--- src/rtl/router_fsm_np.sv ---
// Control FSM for a 1xN packet router: header decode, load sequencing, full stalls, soft resets, drop of bad addresses.
// Optional macro ROUTER_WAIT_TIMEOUT_EN bounds the WAIT_TILL_EMPTY stay to WAIT_TIMEOUT cycles before dropping.
module router_fsm_np #(
  parameter int NUM_PORTS    = 3,
  parameter int ADDR_W       = 2,
  parameter int WAIT_TIMEOUT = 64
) (
  input  logic                 clock,
  input  logic                 reset,
  input  logic                 pkt_valid,
  input  logic [ADDR_W-1:0]    data_in,
  input  logic                 parity_done,
  input  logic                 low_pkt_valid,
  input  logic                 fifo_full,
  input  logic [NUM_PORTS-1:0] fifo_empty,
  input  logic [NUM_PORTS-1:0] soft_reset,
  output logic                 busy,
  output logic                 detect_add,
  output logic                 lfd_state,
  output logic                 ld_state,
  output logic                 laf_state,
  output logic                 full_state,
  output logic                 write_enb_reg,
  output logic                 rst_int_reg,
  output logic [NUM_PORTS-1:0] dest_sel,
  output logic                 pkt_drop
);

  localparam logic [3:0] DECODE_ADDRESS     = 4'd0;
  localparam logic [3:0] LOAD_FIRST_DATA    = 4'd1;
  localparam logic [3:0] WAIT_TILL_EMPTY    = 4'd2;
  localparam logic [3:0] LOAD_DATA          = 4'd3;
  localparam logic [3:0] FIFO_FULL_STATE    = 4'd4;
  localparam logic [3:0] LOAD_AFTER_FULL    = 4'd5;
  localparam logic [3:0] LOAD_PARITY        = 4'd6;
  localparam logic [3:0] CHECK_PARITY_ERROR = 4'd7;
  localparam logic [3:0] DROP_PACKET        = 4'd8;

  logic [3:0]           state_reg;
  logic [3:0]           state_next;
  logic [NUM_PORTS-1:0] dest_sel_reg;
  logic                 pkt_drop_reg;
  logic [31:0]          addr_ext;
  logic                 addr_valid;
  logic [NUM_PORTS-1:0] addr_onehot;
  logic                 hdr_empty;
  logic                 dest_empty;
  logic                 soft_hit;
  logic                 wait_expired;

  // Out-of-range shifts give all zeros, so an invalid address never selects a port.
  assign addr_ext    = 32'(data_in);
  assign addr_valid  = addr_ext < 32'(NUM_PORTS);
  assign addr_onehot = NUM_PORTS'(1) << data_in;
  assign hdr_empty   = |(fifo_empty & addr_onehot);
  assign dest_empty  = |(fifo_empty & dest_sel_reg);
  assign soft_hit    = |(soft_reset & dest_sel_reg);

`ifdef ROUTER_WAIT_TIMEOUT_EN
  localparam int CNT_W = $clog2(WAIT_TIMEOUT + 1);
  logic [CNT_W-1:0] wait_cnt_reg;

  // Held at zero outside WAIT_TILL_EMPTY, so it is zero on every entry.
  always_ff @(posedge clock) begin
    if (reset) begin
      wait_cnt_reg <= '0;
    end else if (state_reg != WAIT_TILL_EMPTY) begin
      wait_cnt_reg <= '0;
    end else begin
      wait_cnt_reg <= wait_cnt_reg + 1'b1;
    end
  end

  assign wait_expired = (wait_cnt_reg == CNT_W'(WAIT_TIMEOUT - 1));
`else
  assign wait_expired = 1'b0;
`endif

  always_comb begin
    state_next = state_reg;
    case (state_reg)
      DECODE_ADDRESS: begin
        if (pkt_valid) begin
          if (!addr_valid)   state_next = DROP_PACKET;
          else if (hdr_empty) state_next = LOAD_FIRST_DATA;
          else               state_next = WAIT_TILL_EMPTY;
        end
      end
      LOAD_FIRST_DATA: state_next = LOAD_DATA;
      WAIT_TILL_EMPTY: begin
        if (dest_empty)        state_next = LOAD_FIRST_DATA;
        else if (wait_expired) state_next = DROP_PACKET;
      end
      LOAD_DATA: begin
        if (fifo_full)       state_next = FIFO_FULL_STATE;
        else if (!pkt_valid) state_next = LOAD_PARITY;
      end
      FIFO_FULL_STATE: begin
        if (!fifo_full) state_next = LOAD_AFTER_FULL;
      end
      LOAD_AFTER_FULL: begin
        if (parity_done)        state_next = DECODE_ADDRESS;
        else if (low_pkt_valid) state_next = LOAD_PARITY;
        else                    state_next = LOAD_DATA;
      end
      LOAD_PARITY: state_next = CHECK_PARITY_ERROR;
      CHECK_PARITY_ERROR: begin
        if (fifo_full) state_next = FIFO_FULL_STATE;
        else           state_next = DECODE_ADDRESS;
      end
      DROP_PACKET: begin
        if (!pkt_valid) state_next = DECODE_ADDRESS;
      end
      default: state_next = DECODE_ADDRESS;
    endcase
    // A soft reset of the selected FIFO abandons the packet in any active load state.
    if (soft_hit && state_reg != DECODE_ADDRESS && state_reg != DROP_PACKET) begin
      state_next = DECODE_ADDRESS;
    end
  end

  always_ff @(posedge clock) begin
    if (reset) begin
      state_reg    <= DECODE_ADDRESS;
      dest_sel_reg <= '0;
      pkt_drop_reg <= 1'b0;
    end else begin
      state_reg    <= state_next;
      pkt_drop_reg <= (state_next == DROP_PACKET) && (state_reg != DROP_PACKET);
      if (state_reg == DECODE_ADDRESS && pkt_valid && addr_valid) begin
        dest_sel_reg <= addr_onehot;
      end
    end
  end

  assign detect_add    = (state_reg == DECODE_ADDRESS);
  assign lfd_state     = (state_reg == LOAD_FIRST_DATA);
  assign ld_state      = (state_reg == LOAD_DATA);
  assign laf_state     = (state_reg == LOAD_AFTER_FULL);
  assign full_state    = (state_reg == FIFO_FULL_STATE);
  assign rst_int_reg   = (state_reg == CHECK_PARITY_ERROR);
  assign busy          = (state_reg == LOAD_FIRST_DATA) || (state_reg == WAIT_TILL_EMPTY) ||
                         (state_reg == FIFO_FULL_STATE) || (state_reg == LOAD_AFTER_FULL) ||
                         (state_reg == LOAD_PARITY)     || (state_reg == CHECK_PARITY_ERROR);
  assign write_enb_reg = (state_reg == LOAD_DATA) || (state_reg == LOAD_AFTER_FULL) ||
                         (state_reg == LOAD_PARITY);
  assign dest_sel      = dest_sel_reg;
  assign pkt_drop      = pkt_drop_reg;

endmodule

--- config.mk ---
export PLATFORM = sky130hd
export DESIGN_NAME = router_fsm_np
export DESIGN_NICKNAME = d
export VERILOG_FILES = /design/src/rtl/router_fsm_np.sv
export SDC_FILE = /design/constraint.sdc
export NUM_CORES = 1
export LEC_CHECK = 0
export CAP_MARGIN = 20
export CORE_MARGIN = 3
export CORE_UTILIZATION = 38
export CTS_CLUSTER_DIAMETER = 100
export DETAILED_ROUTE_END_ITERATION = 6
export HOLD_SLACK_MARGIN = 0.08
export MAX_ROUTING_LAYER = met4
export PLACE_DENSITY = 0.75
export SLEW_MARGIN = 20
export SYNTH_ARGS = -nofsm -noshare
export SYNTH_HDL_FRONTEND = slang
export SYNTH_SLANG_ARGS = --single-unit
export TNS_END_PERCENT = 10
--- constraint.sdc ---
create_clock -name clock -period 1.41 [get_ports clock]
set_input_delay 0.141 -clock clock [delete_from_list [all_inputs] [get_ports clock]]
set_output_delay 0.141 -clock clock [all_outputs]
set_load 0.005 [all_outputs]
==> results of run 1 <==
[worst max-delay path, cell delays in order (launching register included)]
cell,delay [ns]
dfxtp_2,0.36
buf_4,0.16
nor4_4,0.25
buf_4,0.19
nand2_2,0.06
or3_4,0.34
a21oi_2,0.13
[how the worst min path moves through the flow]
stage,slack (ns),from,end,depth (start not counted)
final,0.54,dest_sel[2],dest_sel[2],1
after global routing,0.57,dest_sel[0],dest_sel[0],2
after CTS,0.51,dest_sel[0],dest_sel[0],2
after detailed placement,0.50,dest_sel[0],dest_sel[0],2
after global placement,0.50,dest_sel[0],dest_sel[0],2
after floorplan,0.20,reset,dest_sel[0],1
[area by class of cell]
class | instances | area [µm²] | share of cell area (%)
repair buffers | 42 | 372 | 36.3
inverters | 5 | 18.8 | 1.83
well taps | 15 | 18.8 | 1.83
multi-input cells | 58 | 424 | 41.4
flip-flops and latches | 8 | 169 | 16.5
clock buffers | 3 | 22.5 | 2.20
[power by group through the flow]
stage / clock [µW] / sequential, µW / combinational, µW
after floorplan: 0 / 272 / 175
after global placement: 0 / 278 / 385
after detailed placement: 0 / 278 / 390
after CTS: 185 / 277 / 399
after global routing: 196 / 283 / 443
final: 183 / 280 / 411
[per-layer routing]
layer | vias to the layer above | routed length (µm) | global-route usage [%]
met1 | 343 | 820 | 25.4
met4 | 0 | 59 | 15.1
li1 | 361 | - | -
met3 | 6 | 128 | 4.88
met5 | - | 0 | -
met2 | 33 | 983 | 37.8
[cell families (layout without fill, tap and decap cells)]
| kind of cell | count (synthesis) | count (layout) |
|---|---|---|
| mux | 1 | 1 |
| buf+inv | 9 | 50 |
| flops | 8 | 8 |
| simple gates | 32 | 32 |
| compound gates | 25 | 25 |
[synthesized netlist by cell type, types with 2 or more instances]
library cell / n
a21oi_1: 6
nor2b_1: 2
nor3_1: 7
dfxtp_1: 8
a31oi_1: 4
nand3_1: 2
nor2_1: 6
inv_1: 5
nand2_1: 5
o21ai_0: 2
buf_2: 3
nand2b_1: 4
[placed cells by master, fill, tap and decap left out, drive strengths merged, types with 3 or more instances in the layout]
cell	count
buf	18
a21oi	7
dfxtp	8
nand2	6
nor3	7
nand2b	4
a31oi	4
inv	5
dlygate4sd2	3
nor2	6
clkdlybuf4s50	17
clkbuf	3
clkdlybuf4s15	3
[per-stage QoR]
| stage | util [%] | power (µW) |
|---|---|---|
| 2_1_floorplan | - | 446 |
| 3_3_place_gp | 69.7 | 663 |
| 3_5_place_dp | 69.7 | 668 |
| 4_1_cts | 73.5 | 861 |
| 5_1_grt | 75.9 | 922 |
| 6_report | 75.9 | 874 |
[timing repair]
action,4_1_cts,5_1_grt
gates resized for setup,22,10
setup endpoints to repair,14,14
pin swaps,3,2
==> impl_metrics.sql, run 1 <==
INSERT INTO impl_metrics (metric_group, metric, value, unit) VALUES
('detailed_routing', 'initialDrtViolationCount', '22', ''),
('synthesis', 'synth_edf_count', '0', ''),
('global_routing', 'largest_net_degree_at_the_start_of_global_routing', '10', ''),
('cts', 'tritoncts.num_buffers', '3', ''),
('synthesis', 'synth_area_in_simple_gates', '32.0', '%'),
('cts', 'ctsLongestPathBuffers', '2', ''),
('power_and_ir_drop', 'clock_power_share', '20.9', '%'),
('cts', 'clk_latency', '0.26', 'ns'),
('detailed_routing', 'routed-via-count', '743', ''),
('cts', 'cts.root.buffer_cell', 'clkbuf_4', ''),
('power_and_ir_drop', 'power_frac_seq', '32.0', '%'),
('power_and_ir_drop', 'pwr_density_cell', '852', 'nW/µm²'),
('detailed_routing', 'via_per_inst', '5.67', ''),
('placement', 'place.gp.congestion', '0.926', ''),
('cells_and_area', 'final_design_area_no_fill', '1020', 'µm²'),
('run_status', 'failed_checks', 'setup timing', ''),
('setup_path', 'reg2reg_slack', '-0.13', 'ns'),
('floorplanning', 'core', '1350', 'µm²'),
('synthesis', 'synthArstFlopShare', '0', '%'),
('sta', 'timing.clock.skew', '0.0125', 'ns'),
('power_and_ir_drop', 'power.switching', '295', 'µW'),
('global_routing', 'antenna_found_initial', '0', ''),
('power_and_ir_drop', 'power.internal', '579', 'µW'),
('sta', 'grt_setup_unrepaired', 'yes', ''),
('sta', 'worst_slack_setup_final', '-0.135', 'ns'),
('synthesis', 'seq_area_frac_synth', '28.4', '%'),
('setup_path', 'r2r_start', 'state_reg[0]', ''),
('floorplanning', 'die_height', '44.5', 'µm'),
('synthesis', 'synthDominantCellAreaShare', '28.4', '%'),
('detailed_routing', 'firstDrtPassIters', '4', ''),
('synthesis', 'yosys.cell_types.count', '33', ''),
('setup_path', 'crit_end', 'dest_sel[0]', ''),
('power_and_ir_drop', 'power.combinational.fraction', '47.1', '%'),
('run_status', 'outcome', 'complete, but fails checks', ''),
('sta', 'timing.slew.headroom', '72.9', '%'),
('setup_path', 'start_kind', 'register', ''),
('synthesis', 'synthAdderAreaFrac', '0', '%'),
('setup_path', 'crit_start', 'state_reg[0]', ''),
('floorplanning', 'fp.dieArea', '1980', 'µm²'),
('placement', 'post-place-cells', '128', ''),
('synthesis', 'syn_inst', '75', ''),
('setup_path', 'worstPathArrival', '1.74', 'ns'),
('cts', 'cts.reportedPaths.clkPinSlew', '0.06', 'ns'),
('sta', 'final-max-slew-violation-count', '0', ''),
('cts', 'cts_setup_buffers', '0', ''),
('synthesis', 'netlist_top_cells_area', 'dfxtp_1 (28%), nor3_1 (6.2%), a21oi_1 (5.3%)', ''),
('placement', 'placement.setup.worst_slack', '-0.142', 'ns'),
('power_and_ir_drop', 'worst_vdd_ir', '629', 'µV'),
('flow_run', 'number_of_maximum_capacitance_violations', '0', ''),
('placement', 'place.detailed.hpwl', '1480', 'µm'),
('placement', 'post_dp_cell_area', '941', 'µm²'),
('cells_and_area', 'flow.area_growth_from_synthesis', '82.0', '%'),
('cells_and_area', 'layout.nets', '132', ''),
('cts', 'cts_hold_buf', '0', ''),
('floorplanning', 'floorplan.initialDensity', '41.7', '%'),
('setup_path', 'critical_path_class', 'register to register', ''),
('synthesis', 'synth_xor_area_share', '0', '%'),
('synthesis', 'yosys_warnings', '0', ''),
('sta', 'fin_tns_setup', '-0.263', 'ns'),
('setup_path', 'timing.critical_path.required', '1.61', 'ns'),
('power_and_ir_drop', 'netSwitchingFraction', '33.7', '%'),
('synthesis', 'muxShareOfSynthArea', '1.78', '%'),
('detailed_routing', 'wl', '1990', 'µm'),
('synthesis', 'synth_area_per_cell', '7.51', 'µm²'),
('worst_hold_path', 'worst_hold_path_type', 'register to register', ''),
('synthesis', 'synth_area', '563', 'µm²'),
('sta', 'setup_viol_count_final', '7', ''),
('sta', 'finalWorstPathRequiredPeriod', '1.54', 'ns'),
('global_routing', 'global_route_total_usage_across_every_layer', '23.3', '%'),
('floorplanning', 'io_pins', '26', ''),
('setup_path', 'critical_path_peak_fanout', '6', '');
No activity file was read; power rests on OpenSTA's default activity.
==> run 2, diff against run 1 <==
--- a/config.mk
+++ b/config.mk
@@ -11,7 +11,6 @@
 export CTS_CLUSTER_DIAMETER = 100
 export DETAILED_ROUTE_END_ITERATION = 6
 export HOLD_SLACK_MARGIN = 0.08
-export MAX_ROUTING_LAYER = met4
 export PLACE_DENSITY = 0.75
 export SLEW_MARGIN = 20
 export SYNTH_ARGS = -nofsm -noshare
==> impl_metrics.sql, run 2 (synthesis gave the netlist of run 1 again) <==
INSERT INTO impl_metrics (metric_group, metric, value, unit) VALUES
('run_status', 'outcome', 'complete, but fails checks', ''),
('run_status', 'failed_checks', 'setup timing', ''),
('sta', 'setup_viol_count_final', '2', ''),
('sta', 'finalWorstPathRequiredPeriod', '1.46', 'ns'),
('sta', 'fmax', '687', 'MHz'),
('detailed_routing', 'via_per_inst', '5.62', ''),
('setup_path', 'timing.critical_path.slowest_stage_cell', 'dfxtp_4', ''),
('setup_path', 'timing.critical_path.required', '1.60', 'ns'),
('floorplanning', 'fp.dieArea', '1980', 'µm²'),
('floorplanning', 'io_pins', '26', ''),
('cts', 'cts.root.buffer_cell', 'clkbuf_4', ''),
('sta', 'min_period_over_period', '103', '%'),
('global_routing', 'largest_net_degree_at_the_start_of_global_routing', '10', ''),
('sta', 'timing.clock.skew', '0.00143', 'ns'),
('cells_and_area', 'flow.area_growth_from_synthesis', '84.7', '%'),
('flow_run', 'number_of_maximum_capacitance_violations', '0', ''),
('setup_path', 'start_kind', 'register', ''),
('power_and_ir_drop', 'worst_vdd_ir', '685', 'µV'),
('cts', 'tritoncts.num_buffers', '3', ''),
('global_routing', 'grt_pass1_wl', '3150', 'µm'),
('setup_path', 'crit_start', 'state_reg[0]', ''),
('cts', 'clk_latency', '0.25', 'ns'),
('detailed_routing', 'initialDrtViolationCount', '13', ''),
('floorplanning', 'floorplan.rows', '13', ''),
('sta', 'timing.slew.headroom', '72.5', '%'),
('cells_and_area', 'post_layout_utilization_of_the_core', '77.0', '%'),
('sta', 'timing_worst_slew_pin_value', '0.413', 'ns'),
('cts', 'cts_num_sinks', '8', ''),
('floorplanning', 'die_height', '44.5', 'µm'),
('cts', 'ctsHtreeMaxLevel', '1', ''),
('global_routing', 'antenna_found_initial', '0', ''),
('detailed_routing', 'drc', '0', ''),
('setup_path', 'worstPathArrival', '1.65', 'ns'),
('floorplanning', 'core', '1350', 'µm²'),
('sta', 'grt_setup_unrepaired', 'yes', ''),
('cells_and_area', 'largest_reg_flops', '4', ''),
('detailed_routing', 'post_drt_wl_per_cell', '14.7', 'µm'),
('floorplanning', 'floorplan.initialDensity', '41.7', '%'),
('cts', 'cts_hold_buf', '0', ''),
('cts', 'cts.reportedPaths.clkPinSlew', '0.06', 'ns'),
('global_routing', 'first_global_vias', '753', ''),
('placement', 'numPortBuffers', '25', ''),
('power_and_ir_drop', 'total_power', '892', 'µW'),
('detailed_routing', 'routed-via-count', '748', ''),
('setup_path', 'cp_capture_type', 'register', ''),
('power_and_ir_drop', 'power_leakage', '0.000440', 'µW'),
('setup_path', 'critical_path_peak_fanout', '6', ''),
('setup_path', 'crit_path_cell_trace', 'buf_6, nor4_4, buf_4, nand2_2, or3_4, a21oi_2', ''),
('cts', 'ctsLongestPathBuffers', '2', ''),
('detailed_routing', 'antenna_violating_nets_post_route', '0', ''),
('sta', 'final-max-slew-violation-count', '0', ''),
('cts', 'tritoncts', 'yes', ''),
('power_and_ir_drop', 'pwr_density_cell', '858', 'nW/µm²'),
('sta', 'finalHoldViolCount', '0', ''),
('detailed_routing', 'wl', '1960', 'µm'),
('placement', 'place.gp.congestion', '0.944', ''),
('cells_and_area', 'layout.nets', '134', ''),
('worst_hold_path', 'worst_hold_path_type', 'register to register', ''),
('placement', 'place.detailed.hpwl', '1470', 'µm'),
('floorplanning', 'die_width', '44.5', 'µm'),
('global_routing', 'grt_overflow_total', '0', ''),
('setup_path', 'r2r_start', 'state_reg[0]', ''),
('detailed_routing', 'firstDrtPassIters', '4', ''),
('sta', 'worst_slack_setup_final', '-0.0455', 'ns'),
('cells_and_area', 'num_antenna_cells', '0', ''),
('setup_path', 'worst_path_largest_cell_delay', '0.36', 'ns'),
('cells_and_area', 'layout-drive-gt1-share', '33.9', '%'),
('setup_path', 'critical_path_class', 'register to register', ''),
('worst_hold_path', 'worstHoldStart', 'dest_sel[0]', ''),
('cells_and_area', 'layout.cells.most_common_list', 'clkdlybuf4s50_1 (17), buf_4 (16), a21oi_1 (6)', ''),
('cells_and_area', 'final_common_cell', 'clkdlybuf4s50_1', ''),
('global_routing', 'global_route_total_usage_across_every_layer', '21.7', '%');
[run 2: worst paths after layout]
| check | slack [ns] | end | depth (start not counted) |
|---|---|---|---|
| min | 0.51 | dest_sel[0] | 2 |
| min reg2reg | 0.51 | dest_sel[0] | 2 |
| max | -0.05 | dest_sel[0] | 6 |
| max reg2reg | -0.05 | dest_sel[0] | 6 |
[run 2: repair_timing]
action | 4_1_cts | 5_1_grt
pin swaps | 2 | 1
buffers inserted | 0 | 2
gates resized for setup | 22 | 12
endpoints found under the setup margin | 14 | 12
gates cloned | 0 | 0
[run 2: final cells by class]
class                   instances  area [µm²]
multi-input cells              58         420
fillers                       110         310
clock buffers                   3        22.5
inverters                       5        18.8
well taps                      15        18.8
flip-flops and latches          8         171
repair buffers                 44         388
[run 2: worst max-delay path, delay by kind of cell (launching register included)]
| kind | cells | cell delay (ns) |
|---|---|---|
| buffers and inverters | 2 | 0.30 |
| DFF | 1 | 0.36 |
| AOI/OAI and AO/OA | 1 | 0.11 |
| and+or+nand+nor | 3 | 0.62 |
[run 2: report_power, final]
part | total, µW | switching [µW] | internal (µW)
clock | 179 | 81.6 | 97.7
sequential | 280 | 29.2 | 250
combinational | 433 | 183 | 250
[run 2: metal layers]
layer	part of all wire [%]	track usage (%)	routed length [µm]
met4	1.7	12.0	33
met1	40	24.7	778
met5	0	0	0
met3	5.5	1.63	108
met2	53	39.3	1040
[run 2: through the flow]
stage / worst slack (ns) / hold slack (ns) / setup TNS [ns] / cells / instance area (µm²)
floorplan: 0.113 / 0.203 / 0 / 75 / 563
global placement: -0.0674 / 0.503 / -0.414 / 128 / 941
detailed placement: -0.117 / 0.505 / -0.647 / 128 / 941
CTS: -0.0388 / 0.511 / -0.0686 / 131 / 1010
global route: -0.117 / 0.521 / -0.493 / 133 / 1040
finish: -0.0455 / 0.513 / -0.0546 / 133 / 1040
==> run 3, diff against run 2 <==
--- a/config.mk
+++ b/config.mk
@@ -12,6 +12,7 @@
 export DETAILED_ROUTE_END_ITERATION = 6
 export HOLD_SLACK_MARGIN = 0.08
 export PLACE_DENSITY = 0.75
+export SETUP_SLACK_MARGIN = 0.15
 export SLEW_MARGIN = 20
 export SYNTH_ARGS = -nofsm -noshare
 export SYNTH_HDL_FRONTEND = slang
==> impl_metrics.sql, run 3 (synthesis gave the netlist of run 1 again) <==
INSERT INTO impl_metrics (metric_group, metric, value, unit) VALUES
('cells_and_area', 'post_layout_utilization_of_the_core', '81.6', '%'),
('cells_and_area', 'layout.cells.most_common_list', 'buf_4 (20), clkdlybuf4s50_1 (14), a21oi_1 (6)', ''),
('placement', 'place.detailed.hpwl', '1450', 'µm'),
('cts', 'cts.reportedPaths.clkPinSlew', '0.06', 'ns'),
('power_and_ir_drop', 'worst_vdd_ir', '586', 'µV'),
('cts', 'tritoncts', 'yes', ''),
('global_routing', 'grt_pass1_wl', '3240', 'µm'),
('global_routing', 'antenna_found_initial', '0', ''),
('flow_run', 'number_of_maximum_capacitance_violations', '0', ''),
('placement', 'post_dp_cell_area', '963', 'µm²'),
('sta', 'worst_hold_slack', '0.492', 'ns'),
('placement', 'placement.setup.worst_slack', '-0.212', 'ns'),
('cts', 'cts.root.buffer_cell', 'clkbuf_4', ''),
('sta', 'finalHoldViolCount', '0', ''),
('cts', 'ctsLongestPathBuffers', '2', ''),
('setup_path', 'critical_path_peak_fanout', '6', ''),
('floorplanning', 'die_width', '44.5', 'µm'),
('cts', 'tritoncts.num_buffers', '3', ''),
('cts', 'ctsHtreeMaxLevel', '1', ''),
('cells_and_area', 'num_antenna_cells', '0', ''),
('setup_path', 'timing.critical_path.required', '1.60', 'ns'),
('floorplanning', 'io_pins', '26', ''),
('power_and_ir_drop', 'power_leakage', '0.000515', 'µW'),
('detailed_routing', 'drc', '0', ''),
('sta', 'finalWorstPathRequiredPeriod', '1.40', 'ns'),
('sta', 'fmax', '714', 'MHz'),
('detailed_routing', 'via_per_inst', '5.72', ''),
('placement', 'place.gp.congestion', '0.963', ''),
('cells_and_area', 'final_common_cell', 'buf_4', ''),
('worst_hold_path', 'worst_hold_path_type', 'register to register', ''),
('floorplanning', 'die_height', '44.5', 'µm'),
('setup_path', 'start_kind', 'register', ''),
('power_and_ir_drop', 'total_power', '951', 'µW'),
('floorplanning', 'core', '1350', 'µm²'),
('floorplanning', 'floorplan.rows', '13', ''),
('detailed_routing', 'initialDrtViolationCount', '18', ''),
('sta', 'grt_setup_unrepaired', 'yes', ''),
('global_routing', 'first_global_vias', '758', ''),
('detailed_routing', 'antenna_violating_nets_post_route', '0', ''),
('global_routing', 'global_route_total_usage_across_every_layer', '22.4', '%'),
('detailed_routing', 'routed-via-count', '789', ''),
('detailed_routing', 'post_drt_wl_per_cell', '14.9', 'µm'),
('cells_and_area', 'layout.nets', '139', ''),
('cells_and_area', 'largest_reg_flops', '4', ''),
('cells_and_area', 'num-fill-cells', '94', ''),
('placement', 'numPortBuffers', '25', ''),
('cells_and_area', 'final_design_area_no_fill', '1100', 'µm²'),
('run_status', 'outcome', 'completed', ''),
('sta', 'worst_slack_setup_final', '0.00948', 'ns'),
('cts', 'clk_latency', '0.26', 'ns'),
('setup_path', 'worstPathArrival', '1.59', 'ns'),
('power_and_ir_drop', 'pwr_density_cell', '863', 'nW/µm²'),
('detailed_routing', 'wl', '2050', 'µm'),
('setup_path', 'cp_capture_type', 'register', ''),
('sta', 'timing.slew.headroom', '75.6', '%'),
('setup_path', 'critical_path_class', 'register to register', ''),
('sta', 'timing.clock.skew', '0.00816', 'ns'),
('cts', 'cts_num_sinks', '8', ''),
('sta', 'final-max-slew-violation-count', '0', ''),
('global_routing', 'largest_net_degree_at_the_start_of_global_routing', '8', ''),
('global_routing', 'grt_overflow_total', '0', ''),
('sta', 'setup_viol_count_final', '0', ''),
('sta', 'timing_worst_slew_pin_value', '0.366', 'ns'),
('cells_and_area', 'flow.area_growth_from_synthesis', '95.8', '%'),
('detailed_routing', 'firstDrtPassIters', '4', ''),
('floorplanning', 'floorplan.initialDensity', '41.7', '%'),
('floorplanning', 'fp.dieArea', '1980', 'µm²'),
('sta', 'min_period_over_period', '99.3', '%'),
('cells_and_area', 'layout-drive-gt1-share', '45.5', '%');
-- run 3: final cells by class --
type | instances | area [µm²] | area share, %
sequential | 8 | 175 | 15.9
inverter | 5 | 18.8 | 1.70
timing repair buffer | 49 | 420 | 38.1
multi-input combinational | 58 | 447 | 40.5
tap | 15 | 18.8 | 1.70
clock buffer | 3 | 22.5 | 2.04
-- run 3: timing repair --
action | CTS | global route
setup endpoints to repair | 19 | 18
gates resized for setup | 35 | 22
pin swaps | 3 | 5
hold buffers | 0 | 0
hold endpoints to repair | 0 | 0
buffers inserted | 3 | 1
-- run 3: routing by layer --
metal	wire, µm	vias to the layer above	GRT usage [%]
li1	-	375	-
met5	0	-	0
met2	1080	41	43.3
met3	165	6	3.66
met1	776	367	22.5
met4	26	0	10.8
-- run 3: final timing paths --
path,cells past startpoint,to,from,slack (ns)
max,5,dest_sel[0],state_reg[1],0.009
min,1,dest_sel[2],dest_sel[2],0.49
max reg2reg,5,dest_sel[0],state_reg[1],0.009
min reg2reg,1,dest_sel[2],dest_sel[2],0.49
-- run 3: through the flow --
stage,cells,TNS (ns)
after floorplan,75,0
after global placement,131,-0.910
after detailed placement,131,-1.13
after CTS,137,0
after global routing,138,-0.104
final,138,0
-- run 3: worst max-delay path: stages (launching register included) --
cell     delay, ns
dfxtp_4       0.37
nor4_4        0.30
buf_4         0.17
nand2_2       0.05
or3_4         0.33
a21oi_2       0.11
-- run 3: power breakdown --
group / total [µW] / switching [µW] / internal, µW
Clock: 181 / 83.5 / 97.8
Sequential: 285 / 32.7 / 252
Combinational: 485 / 197 / 288
